[src/rtl/pipe_seg_skid.sv]
// Valid/ready pipeline segment register with branch-delay-slot tagging and synchronous flush.
// Define PIPE_SEG_SKID_EN to add a one-entry skid buffer so that in_ready is a registered output.
module pipe_seg_skid #(
    parameter int WIDTH = 64
) (
    input  logic             clk,
    input  logic             resetn,
    input  logic             flush,
    input  logic             in_valid,
    output logic             in_ready,
    input  logic [WIDTH-1:0] in_data,
    input  logic             in_branch,
    output logic             out_valid,
    input  logic             out_ready,
    output logic [WIDTH-1:0] out_data,
    output logic             out_bd,
    output logic [1:0]       occupancy
);

    logic             accept;
    logic             pop;
    logic             head_valid;
    logic [WIDTH-1:0] head_data;
    logic             head_bd;
    logic             last_br;

    assign accept    = in_valid & in_ready & resetn & ~flush;
    assign pop       = head_valid & out_ready & ~flush;
    assign out_valid = head_valid;
    assign out_data  = head_data;
    assign out_bd    = head_bd;

    // The payload accepted after a branch is its delay slot.
    always_ff @(posedge clk) begin
        if (!resetn || flush) begin
            last_br <= 1'b0;
        end else if (accept) begin
            last_br <= in_branch;
        end
    end

`ifdef PIPE_SEG_SKID_EN
    logic             skid_valid;
    logic [WIDTH-1:0] skid_data;
    logic             skid_bd;

    // Registered ready: backpressure never crosses the stage combinationally.
    assign in_ready  = ~skid_valid;
    assign occupancy = {1'b0, head_valid} + {1'b0, skid_valid};

    always_ff @(posedge clk) begin
        if (!resetn || flush) begin
            head_valid <= 1'b0;
            head_data  <= '0;
            head_bd    <= 1'b0;
            skid_valid <= 1'b0;
            skid_data  <= '0;
            skid_bd    <= 1'b0;
        end else if (pop && skid_valid) begin
            head_data  <= skid_data;
            head_bd    <= skid_bd;
            skid_valid <= 1'b0;
        end else if (accept && (!head_valid || pop)) begin
            head_valid <= 1'b1;
            head_data  <= in_data;
            head_bd    <= last_br;
        end else if (accept) begin
            skid_valid <= 1'b1;
            skid_data  <= in_data;
            skid_bd    <= last_br;
        end else if (pop) begin
            head_valid <= 1'b0;
        end
    end
`else
    assign in_ready  = ~head_valid | out_ready;
    assign occupancy = {1'b0, head_valid};

    // An accept concurrent with a pop simply replaces the head.
    always_ff @(posedge clk) begin
        if (!resetn || flush) begin
            head_valid <= 1'b0;
            head_data  <= '0;
            head_bd    <= 1'b0;
        end else if (accept) begin
            head_valid <= 1'b1;
            head_data  <= in_data;
            head_bd    <= last_br;
        end else if (pop) begin
            head_valid <= 1'b0;
        end
    end
`endif

endmodule

[config.mk]
export PLATFORM = sky130hd
export DESIGN_NAME = pipe_seg_skid
export DESIGN_NICKNAME = d
export VERILOG_FILES = /design/src/rtl/pipe_seg_skid.sv
export SDC_FILE = /design/constraint.sdc
export NUM_CORES = 1
export LEC_CHECK = 0
export BUFFER_PORTS_ARGS = -buffer_cell sky130_fd_sc_hd__buf_2
export CORE_ASPECT_RATIO = 1.25
export CORE_UTILIZATION = 35
export CTS_CLUSTER_DIAMETER = 30
export DETAILED_ROUTE_END_ITERATION = 10
export PLACE_DENSITY = 0.65
export RECOVER_POWER = 50
export SYNTH_ARGS = -nofsm -noshare
export SYNTH_HDL_FRONTEND = slang
export SYNTH_SLANG_ARGS = --single-unit
[constraint.sdc]
create_clock -name clk -period 1.6 [get_ports clk]
set_input_delay 0.32 -clock clk [delete_from_list [all_inputs] [get_ports clk]]
set_output_delay 0.32 -clock clk [all_outputs]
set_load 0.05 [all_outputs]
# [Word level (Yosys, flattened, before mapping)]
# Index checks and enable logic that the tools add are counted.
[word_totals] word_cells=17 register_bits=67 in_bits=70
[classes] mux=2 bitwise_logic=8 reduce_logical=3
[op_table] cell="1-bit bitwise AND" count=5
[op_table] cell="1-bit 2-to-1 mux" count=2
[op_table] cell="1-bit inverter" count=2
[op_table] cell="2-bit nonzero test" count=1
[op_table] cell="1-bit zero test" count=1
[op_table] cell="1-bit logical OR" count=1
[op_table] cell="1-bit bitwise OR" count=1

# [Longest topological paths before layout]
# Gate-level depths: netlist of run 1.
[logic_depth] ltp_word=6 depth_mapped=6 mapped_depth_nobuf=3

# [Worst setup path before layout of run 1]
# OpenSTA, ideal clock, no wires.
[synth_timing] kind="register -> register" startpoint="register head_valid (netlist: out_valid)" endpoint="register head_data[44] (netlist: out_data[44])" n_path_buf=2 t_required_ns=1.533 slack_ns=-0.090 path_stages_with_launch=6 period_less_slack_ns=1.690 arrival_ns=1.623 setup_time_ns=0.067 cell_sequence="dfxtp_1 > nand2b_4 > buf_6 > clkbuf_1 > nand4_1 > o21ai_2"
[synth_via] elab_chain_cells=5
[synth_rtl] item="from (decl)" line_no="22" text="logic head_valid;"
[synth_rtl] item="from (signal assigned)" line_no="82" text="head_valid <= 1'b0;"
[synth_rtl] item="from (signal assigned)" line_no="86" text="head_valid <= 1'b1;"
[synth_rtl] item="from (signal assigned)" line_no="90" text="head_valid <= 1'b0;"
[synth_rtl] item="1-bit inverter" line_no="76" text="assign in_ready = ~head_valid | out_ready;"
[synth_rtl] item="1-bit bitwise OR" line_no="76"
[synth_rtl] item="named net in_ready" line_no="10" text="output logic in_ready,"
[synth_rtl] item="1-bit bitwise AND (3 in series)" line_no="27" text="assign accept = in_valid & in_ready & resetn & ~flush;"
[synth_rtl] item="to (signal assigned)" line_no="87" text="head_data <= in_data;"
[synth_rtl] item="to (decl)" line_no="23" text="logic [WIDTH-1:0] head_data;"
# The timed path passes the listed nets, and every way through them passes these cells.
# A chain may end at the register's enable or synchronous reset.

# [Worst setup path in the final report of run 1]
[layout_timing] startpoint="register head_data[9] (netlist: out_data[9])" endpoint="output port out_data[9]"
[layout_lines] item="to (decl)" line_no="15" text="output logic [WIDTH-1:0] out_data,"
# No word-level cell between the ends.

==> run_summary.xml, run 1 <==
<?xml version="1.0" encoding="UTF-8"?>
<metrics>
  <group name="run_status">
    <metric name="run_status" unit="">finished clean</metric>
  </group>
  <group name="placement">
    <metric name="total_placed_cells_including_tap_cells" unit="">508</metric>
    <metric name="place.gp.congestion" unit="">0.7058</metric>
    <metric name="hpwl" unit="um">4672</metric>
    <metric name="io_buffers" unit="">137</metric>
  </group>
  <group name="sta">
    <metric name="slew-limit-headroom" unit="">0.6069</metric>
    <metric name="fmaxAchievable" unit="GHz">0.7002</metric>
    <metric name="post-route-period-util" unit="">0.8926</metric>
    <metric name="endpoints_failing_hold" unit="">0</metric>
    <metric name="transition_time_at_the_pin_with_the_least_slew_margin" unit="ns">0.5922</metric>
    <metric name="final-setup-viol-count" unit="">0</metric>
    <metric name="drv_slew" unit="">0</metric>
    <metric name="final_period_minus_worst_setup_slack" unit="ns">1.428</metric>
    <metric name="setup_total_negative_slack" unit="ns">0</metric>
    <metric name="rsz0062_at_grt" unit="">no</metric>
    <metric name="timing.clock.skew" unit="ns">0.005868</metric>
  </group>
  <group name="worst_setup_path">
    <metric name="slowest_delay" unit="ns">0.47</metric>
    <metric name="worstPathCellList" unit="">clkbuf_1</metric>
    <metric name="startpoint_type" unit="">flop</metric>
    <metric name="cp.arrival" unit="ns">1.11</metric>
    <metric name="critical_path.slowest_cell" unit="">sky130_fd_sc_hd__clkbuf_1</metric>
    <metric name="setup.worst_path.class" unit="">flop to output pin</metric>
    <metric name="worst_setup_path_end_kind" unit="">output pin</metric>
    <metric name="worst-path-buf-inv" unit="">1</metric>
    <metric name="critical-path-top-delay-family" unit="">buffers and inverters</metric>
    <metric name="worst-path-max-fanout" unit="">2</metric>
    <metric name="cp_data_required_time" unit="ns">1.28</metric>
  </group>
  <group name="floorplanning">
    <metric name="die_width" unit="um">81.27</metric>
    <metric name="floorplan.die_area" unit="um2">8215</metric>
    <metric name="placementRows" unit="">35</metric>
    <metric name="top_level_ports" unit="">139</metric>
    <metric name="design.core.area" unit="um2">7488</metric>
    <metric name="die_height" unit="um">101.1</metric>
    <metric name="initial_utilization" unit="">0.3671</metric>
  </group>
  <group name="power">
    <metric name="total_leakage_power" unit="nW">1.541</metric>
    <metric name="switching_part_of_the_total_power" unit="">0.2757</metric>
    <metric name="power_density" unit="nW/um2">1038</metric>
    <metric name="cellInternalPower" unit="W">0.002626</metric>
    <metric name="power.share.clock" unit="">0.364</metric>
    <metric name="p_sw" unit="W">0.0009999</metric>
    <metric name="peakVddDrop" unit="uV">532.1</metric>
    <metric name="flop_pwr_share" unit="">0.483</metric>
    <metric name="share_comb_of_total_power" unit="">0.154</metric>
  </group>
  <group name="cts">
    <metric name="clock_sink_count" unit="">67</metric>
    <metric name="clock_latency_on_the_worst_skew_pair" unit="ns">0.33</metric>
    <metric name="tritoncts.num_buffers" unit="">9</metric>
    <metric name="cts-root-to-sink-buffers" unit="">2</metric>
    <metric name="tritoncts_clock_tree" unit="">yes</metric>
    <metric name="total_setup_buffers_inserted_after_cts" unit="">0</metric>
    <metric name="clkSlewWorstSetupHoldPaths" unit="ns">0.07</metric>
    <metric name="postCtsHoldBufs" unit="">0</metric>
    <metric name="htreeDepth" unit="">3</metric>
    <metric name="cts_repair_resize_count" unit="">0</metric>
    <metric name="clock_tree.root_cell" unit="">sky130_fd_sc_hd__clkbuf_8</metric>
  </group>
  <group name="min_path">
    <metric name="worstHoldPathType" unit="">input port to flop</metric>
  </group>
  <group name="global_route">
    <metric name="grt_util_met3" unit="">0.04253</metric>
    <metric name="met1_routing_resource_usage_after_global_routing" unit="">0.2131</metric>
    <metric name="grt_pass1_wl" unit="um">10950</metric>
    <metric name="grt_busiest_layer" unit="">met2</metric>
    <metric name="grtUsageMet2" unit="">0.2795</metric>
    <metric name="antenna_violations_before_repair" unit="">0</metric>
    <metric name="globalRouteOverflowTotal" unit="">0</metric>
    <metric name="grt_max_degree" unit="">67</metric>
    <metric name="global_routing_usage_summed_across_all_routing_layers" unit="">0.1734</metric>
    <metric name="number_of_global_route_vias_before_repair" unit="">2336</metric>
  </group>
  <group name="synth">
    <metric name="yosys_register_bits" unit="">67</metric>
    <metric name="yosysSeqAreaShare" unit="">0.4879</metric>
    <metric name="synth_cell_types" unit="">17</metric>
    <metric name="synth_fp_nets" unit="">379</metric>
    <metric name="yosysWarningCount" unit="">0</metric>
    <metric name="syn-instance-count" unit="">309</metric>
    <metric name="syn-mean-instance-area" unit="um2">8.896</metric>
    <metric name="synth_area" unit="um2">2749</metric>
  </group>
  <group name="final_layout">
    <metric name="drive_gt1_frac" unit="">0.3860</metric>
    <metric name="filler_cell_count" unit="">803</metric>
    <metric name="syn_to_final_growth" unit="%">27.04</metric>
    <metric name="nets" unit="">497</metric>
    <metric name="multiInputGateArea" unit="um2">1051</metric>
    <metric name="register_area" unit="um2">1341</metric>
    <metric name="final-instance-count-excl-fill" unit="">522</metric>
    <metric name="num_antenna_cells" unit="">0</metric>
  </group>
  <group name="job">
    <metric name="timing.max_cap.violations" unit="">0</metric>
  </group>
  <group name="route">
    <metric name="ratio_of_routed_vias_to_standard_cells" unit="">5.050</metric>
    <metric name="num_vias" unit="">2636</metric>
    <metric name="initialDrtViolationCount" unit="">119</metric>
    <metric name="wl_per_cell" unit="um">13.30</metric>
    <metric name="detail-route-antenna-nets" unit="">0</metric>
    <metric name="drt_first_pass_iters" unit="">4</metric>
    <metric name="drt_drc_violations_left" unit="">0</metric>
    <metric name="wl" unit="um">6944</metric>
  </group>
</metrics>
-- layer usage --
layer	vias to the layer above	part of all wire
met2	97	0.49
met3	11	0.061
met5	-	0
li1	1322	-
met1	1206	0.43
met4	0	0.018
-- registers in the layout (all words and copies together), names as in the netlist --
register,cells
out_data,64
last_br,1
out_bd,1
out_valid,1
-- worst paths after layout --
check	startpoint	end	slack (ns)	cells after the start
setup / recovery	out_data[9]	out_data[9]	0.17	1
hold / removal	in_data[27]	out_data[27]	0.21	3
setup reg to reg	out_valid	out_data[18]	0.32	4
hold reg to reg	out_data[5]	out_data[5]	0.45	2
-- final cells by class --
class | count | share of cell area
Clock buffer | 11 | 0.04049
Clock inverter | 3 | 0.01147
Inverter | 1 | 0.001075
Multi-Input combinational cell | 202 | 0.3010
Sequential cell | 67 | 0.3841
Tap cell | 92 | 0.03296
Timing Repair Buffer | 146 | 0.2290
-- power by group through the flow --
stage | logic, W | registers, W | clock network [W]
3_3_place_gp | 0.000588 | 0.00179 | 0
5_1_grt | 0.000597 | 0.00176 | 0.00145
3_5_place_dp | 0.000593 | 0.00179 | 0
2_1_floorplan | 0.000219 | 0.00198 | 0
6_report | 0.000557 | 0.00175 | 0.00132
4_1_cts | 0.000595 | 0.00175 | 0.00137
-- synth_stat cells --
cell type | instances | area share
sky130_fd_sc_hd__a21boi_1 | 1 | 0.0027
sky130_fd_sc_hd__and2_4 | 1 | 0.0032
sky130_fd_sc_hd__buf_1 | 2 | 0.0027
sky130_fd_sc_hd__buf_2 | 14 | 0.025
sky130_fd_sc_hd__buf_4 | 4 | 0.011
sky130_fd_sc_hd__buf_6 | 6 | 0.025
sky130_fd_sc_hd__clkbuf_1 | 13 | 0.018
sky130_fd_sc_hd__conb_1 | 1 | 0.0014
sky130_fd_sc_hd__dfxtp_1 | 67 | 0.49
sky130_fd_sc_hd__inv_1 | 1 | 0.0014
sky130_fd_sc_hd__mux2i_1 | 1 | 0.0036
sky130_fd_sc_hd__nand2_1 | 66 | 0.090
sky130_fd_sc_hd__nand2b_4 | 1 | 0.0050
sky130_fd_sc_hd__nand4_1 | 65 | 0.15
sky130_fd_sc_hd__nor2b_1 | 1 | 0.0023
sky130_fd_sc_hd__o21ai_0 | 25 | 0.046
sky130_fd_sc_hd__o21ai_2 | 40 | 0.13
-- metrics by stage --
step | cell area, um2 | power (W) | setup WS, ns | util | hold WS, ns
4_1_cts | 3645 | 0.003717 | 0.1974 | 0.4867 | 0.2055
6_report | 3492 | 0.003626 | 0.1718 | 0.4663 | 0.2148
3_5_place_dp | 3463 | 0.002382 | 0.2692 | 0.4625 | 0.4464
5_1_grt | 3492 | 0.003801 | 0.1205 | 0.4663 | 0.2121
2_1_floorplan | 2750 | 0.002201 | 0.08822 | - | 0.4406
3_3_place_gp | 3463 | 0.002376 | 0.3264 | 0.4625 | 0.4407
-- layout by cell type (no fill, tap or decap) --
| cell type | synthesis | layout |
|---|---|---|
| sky130_fd_sc_hd__nand4_1 | 65 | 65 |
| sky130_fd_sc_hd__o21ai_0 | 25 | 60 |
| sky130_fd_sc_hd__buf_2 | 14 | 136 |
| sky130_fd_sc_hd__nor2b_4 | 0 | 1 |
| sky130_fd_sc_hd__clkbuf_4 | 0 | 1 |
| sky130_fd_sc_hd__inv_1 | 1 | 1 |
| sky130_fd_sc_hd__mux2i_1 | 1 | 1 |
| sky130_fd_sc_hd__buf_12 | 0 | 4 |
| sky130_fd_sc_hd__bufinv_16 | 0 | 1 |
| sky130_fd_sc_hd__clkbuf_8 | 0 | 10 |
| sky130_fd_sc_hd__clkinv_2 | 0 | 2 |
| sky130_fd_sc_hd__clkbuf_1 | 13 | 2 |
| sky130_fd_sc_hd__nand2_1 | 66 | 66 |
| sky130_fd_sc_hd__a21boi_1 | 1 | 1 |
| sky130_fd_sc_hd__and2_4 | 1 | 1 |
| sky130_fd_sc_hd__buf_4 | 4 | 3 |
| sky130_fd_sc_hd__o21ai_2 | 40 | 5 |
| sky130_fd_sc_hd__dfxtp_1 | 67 | 67 |
| sky130_fd_sc_hd__nand2b_2 | 0 | 1 |
| sky130_fd_sc_hd__clkbuf_2 | 0 | 1 |
| sky130_fd_sc_hd__conb_1 | 1 | 1 |
-- logic make-up after synthesis --
kind of cell | after synthesis | synth area share
and+or+nand+nor | 134 | 0.2485
DFF | 67 | 0.4879
other | 1 | 0.001364
muxes | 1 | 0.003641
AOI/OAI and AO/OA | 66 | 0.1757
buffers and inverters | 40 | 0.08284
-- worst register-to-register path: stages (launching register included) --
cell	delay, ns
sky130_fd_sc_hd__dfxtp_1	0.37
sky130_fd_sc_hd__nand2b_2	0.09
sky130_fd_sc_hd__clkbuf_4	0.36
sky130_fd_sc_hd__nand4_1	0.23
sky130_fd_sc_hd__o21ai_0	0.10
Power figures use the tool's default switching activity.
==> run 2: changes to the inputs <==
--- a/config.mk
+++ b/config.mk
@@ -12,6 +12,7 @@
 export DETAILED_ROUTE_END_ITERATION = 10
 export PLACE_DENSITY = 0.65
 export RECOVER_POWER = 50
+export SETUP_SLACK_MARGIN = 0.2
 export SYNTH_ARGS = -nofsm -noshare
 export SYNTH_HDL_FRONTEND = slang
 export SYNTH_SLANG_ARGS = --single-unit
==> run_summary.xml, run 2 (same netlist as run 1, synthesis figures left out) <==
<?xml version="1.0" encoding="UTF-8"?>
<metrics>
  <group name="run_status">
    <metric name="run_status" unit="">finished clean</metric>
  </group>
  <group name="final_layout">
    <metric name="layout.cells.most_common_list" unit="">sky130_fd_sc_hd__buf_2 (136), sky130_fd_sc_hd__dfxtp_1 (67), sky130_fd_sc_hd__nand2_1 (66)</metric>
    <metric name="largest_register_ffs" unit="">64</metric>
    <metric name="num_antenna_cells" unit="">0</metric>
    <metric name="area_of_all_placed_cells_without_fillers" unit="um2">3510</metric>
    <metric name="syn_to_final_growth" unit="%">27.67</metric>
    <metric name="nets" unit="">497</metric>
    <metric name="layout_commonest_cell" unit="">sky130_fd_sc_hd__buf_2</metric>
    <metric name="drive_gt1_frac" unit="">0.3912</metric>
  </group>
  <group name="cts">
    <metric name="cts-root-to-sink-buffers" unit="">2</metric>
    <metric name="tritoncts_clock_tree" unit="">yes</metric>
    <metric name="tritoncts.num_buffers" unit="">9</metric>
    <metric name="clock_latency_on_the_worst_skew_pair" unit="ns">0.34</metric>
    <metric name="clock_sink_count" unit="">67</metric>
    <metric name="clock_tree.root_cell" unit="">sky130_fd_sc_hd__clkbuf_8</metric>
    <metric name="clkSlewWorstSetupHoldPaths" unit="ns">0.08</metric>
    <metric name="total_setup_buffers_inserted_after_cts" unit="">0</metric>
    <metric name="htreeDepth" unit="">3</metric>
  </group>
  <group name="sta">
    <metric name="final-setup-viol-count" unit="">0</metric>
    <metric name="slew-limit-headroom" unit="">0.6579</metric>
    <metric name="fmaxAchievable" unit="GHz">0.7296</metric>
    <metric name="drv_slew" unit="">0</metric>
    <metric name="setup_total_negative_slack" unit="ns">0</metric>
    <metric name="rsz0062_at_grt" unit="">no</metric>
    <metric name="transition_time_at_the_pin_with_the_least_slew_margin" unit="ns">0.5131</metric>
    <metric name="post-route-period-util" unit="">0.8566</metric>
    <metric name="endpoints_failing_hold" unit="">0</metric>
    <metric name="timing.clock.skew" unit="ns">0.007242</metric>
    <metric name="final_period_minus_worst_setup_slack" unit="ns">1.371</metric>
  </group>
  <group name="floorplanning">
    <metric name="design.core.area" unit="um2">7488</metric>
    <metric name="initial_utilization" unit="">0.3671</metric>
    <metric name="placementRows" unit="">35</metric>
    <metric name="top_level_ports" unit="">139</metric>
    <metric name="die_height" unit="um">101.1</metric>
    <metric name="die_width" unit="um">81.27</metric>
    <metric name="floorplan.die_area" unit="um2">8215</metric>
  </group>
  <group name="worst_setup_path">
    <metric name="cp_data_required_time" unit="ns">1.28</metric>
    <metric name="worstPathCellList" unit="">nand2b_4 -&gt; buf_4</metric>
    <metric name="worst_setup_path_end_kind" unit="">output pin</metric>
    <metric name="setup.worst_path.class" unit="">flop to output pin</metric>
    <metric name="worst-path-max-fanout" unit="">9</metric>
    <metric name="startpoint_type" unit="">flop</metric>
    <metric name="slowest_delay" unit="ns">0.41</metric>
    <metric name="critical_path.slowest_cell" unit="">sky130_fd_sc_hd__dfxtp_1</metric>
    <metric name="cp.arrival" unit="ns">1.05</metric>
  </group>
  <group name="placement">
    <metric name="place.gp.congestion" unit="">0.7044</metric>
    <metric name="io_buffers" unit="">137</metric>
    <metric name="placedInstanceArea" unit="um2">3452</metric>
    <metric name="hpwl" unit="um">4726</metric>
  </group>
  <group name="route">
    <metric name="wl_per_cell" unit="um">13.51</metric>
    <metric name="ratio_of_routed_vias_to_standard_cells" unit="">5.021</metric>
    <metric name="initialDrtViolationCount" unit="">149</metric>
    <metric name="drt_first_pass_iters" unit="">4</metric>
    <metric name="num_vias" unit="">2631</metric>
    <metric name="detail-route-antenna-nets" unit="">0</metric>
    <metric name="drt_drc_violations_left" unit="">0</metric>
    <metric name="wl" unit="um">7079</metric>
  </group>
  <group name="power">
    <metric name="total_leakage_power" unit="nW">1.549</metric>
    <metric name="power" unit="W">0.003671</metric>
    <metric name="power_density" unit="nW/um2">1046</metric>
    <metric name="peakVddDrop" unit="uV">568.0</metric>
  </group>
  <group name="job">
    <metric name="timing.max_cap.violations" unit="">0</metric>
  </group>
  <group name="global_route">
    <metric name="global_routing_usage_summed_across_all_routing_layers" unit="">0.1748</metric>
    <metric name="antenna_violations_before_repair" unit="">0</metric>
    <metric name="number_of_global_route_vias_before_repair" unit="">2388</metric>
    <metric name="grt_max_degree" unit="">75</metric>
    <metric name="grt_pass1_wl" unit="um">10940</metric>
    <metric name="globalRouteOverflowTotal" unit="">0</metric>
  </group>
  <group name="min_path">
    <metric name="worstHoldPathType" unit="">input port to flop</metric>
  </group>
</metrics>
==> run 2: stage by stage <==
stage	hold slack (ns)	setup WS, ns	std cells	utilization
after floorplan	0.4406	0.2695	309	-
after global placement	0.4403	0.3725	508	0.4610
after detailed placement	0.4478	0.3063	508	0.4610
after CTS	0.1891	0.2421	524	0.4871
after global routing	0.1946	0.1722	524	0.4687
final	0.2059	0.2294	524	0.4687
==> run 2: power breakdown <==
group	leakage [nW]	switching, W	total, W	internal (W)
combinational	0.908	0.000397	0.000558	0.000161
sequential	0.546	0.0000280	0.00175	0.00172
clock	0.0950	0.000649	0.00136	0.000713
==> run 2: metal layers <==
metal	GRT usage	wire (um)	part of all wire
met5	0	0	0
met4	0.09341	186	0.026
met2	0.3019	3455	0.49
met3	0.03529	361	0.051
met1	0.1977	3075	0.43
==> run 2: area by class of cell <==
cell class	count	area, um2
clock inverter	7	68.82
sequential	67	1341
fill	779	3979
clock buffer	9	123.9
multi-input combinational	202	1054
tap	92	115.1
timing repair buffer	146	803.3
inverter	1	3.754
==> run 2: final timing paths <==
kind | end | cells after the start | start | slack (ns)
setup / recovery | in_ready | 2 | out_valid | 0.23
hold / removal | out_data[3] | 3 | in_data[3] | 0.21
setup reg to reg | out_data[52] | 4 | out_valid | 0.29
hold reg to reg | out_data[6] | 2 | out_data[6] | 0.46
==> run 2: worst max-delay path: cells and delay by family, from the launching register on <==
family	cells	cell delay, ns
AND/OR/NAND/NOR	1	0.11
buffers and inverters	1	0.20
flip-flops	1	0.41
==> run 2: repair_timing <==
| action | in CTS | in global routing |
|---|---|---|
| hold endpoints to repair | 0 | 0 |
| hold buffers | 0 | 0 |
| setup endpoints to repair | 1 | 0 |
| gates resized for setup | 1 | 0 |
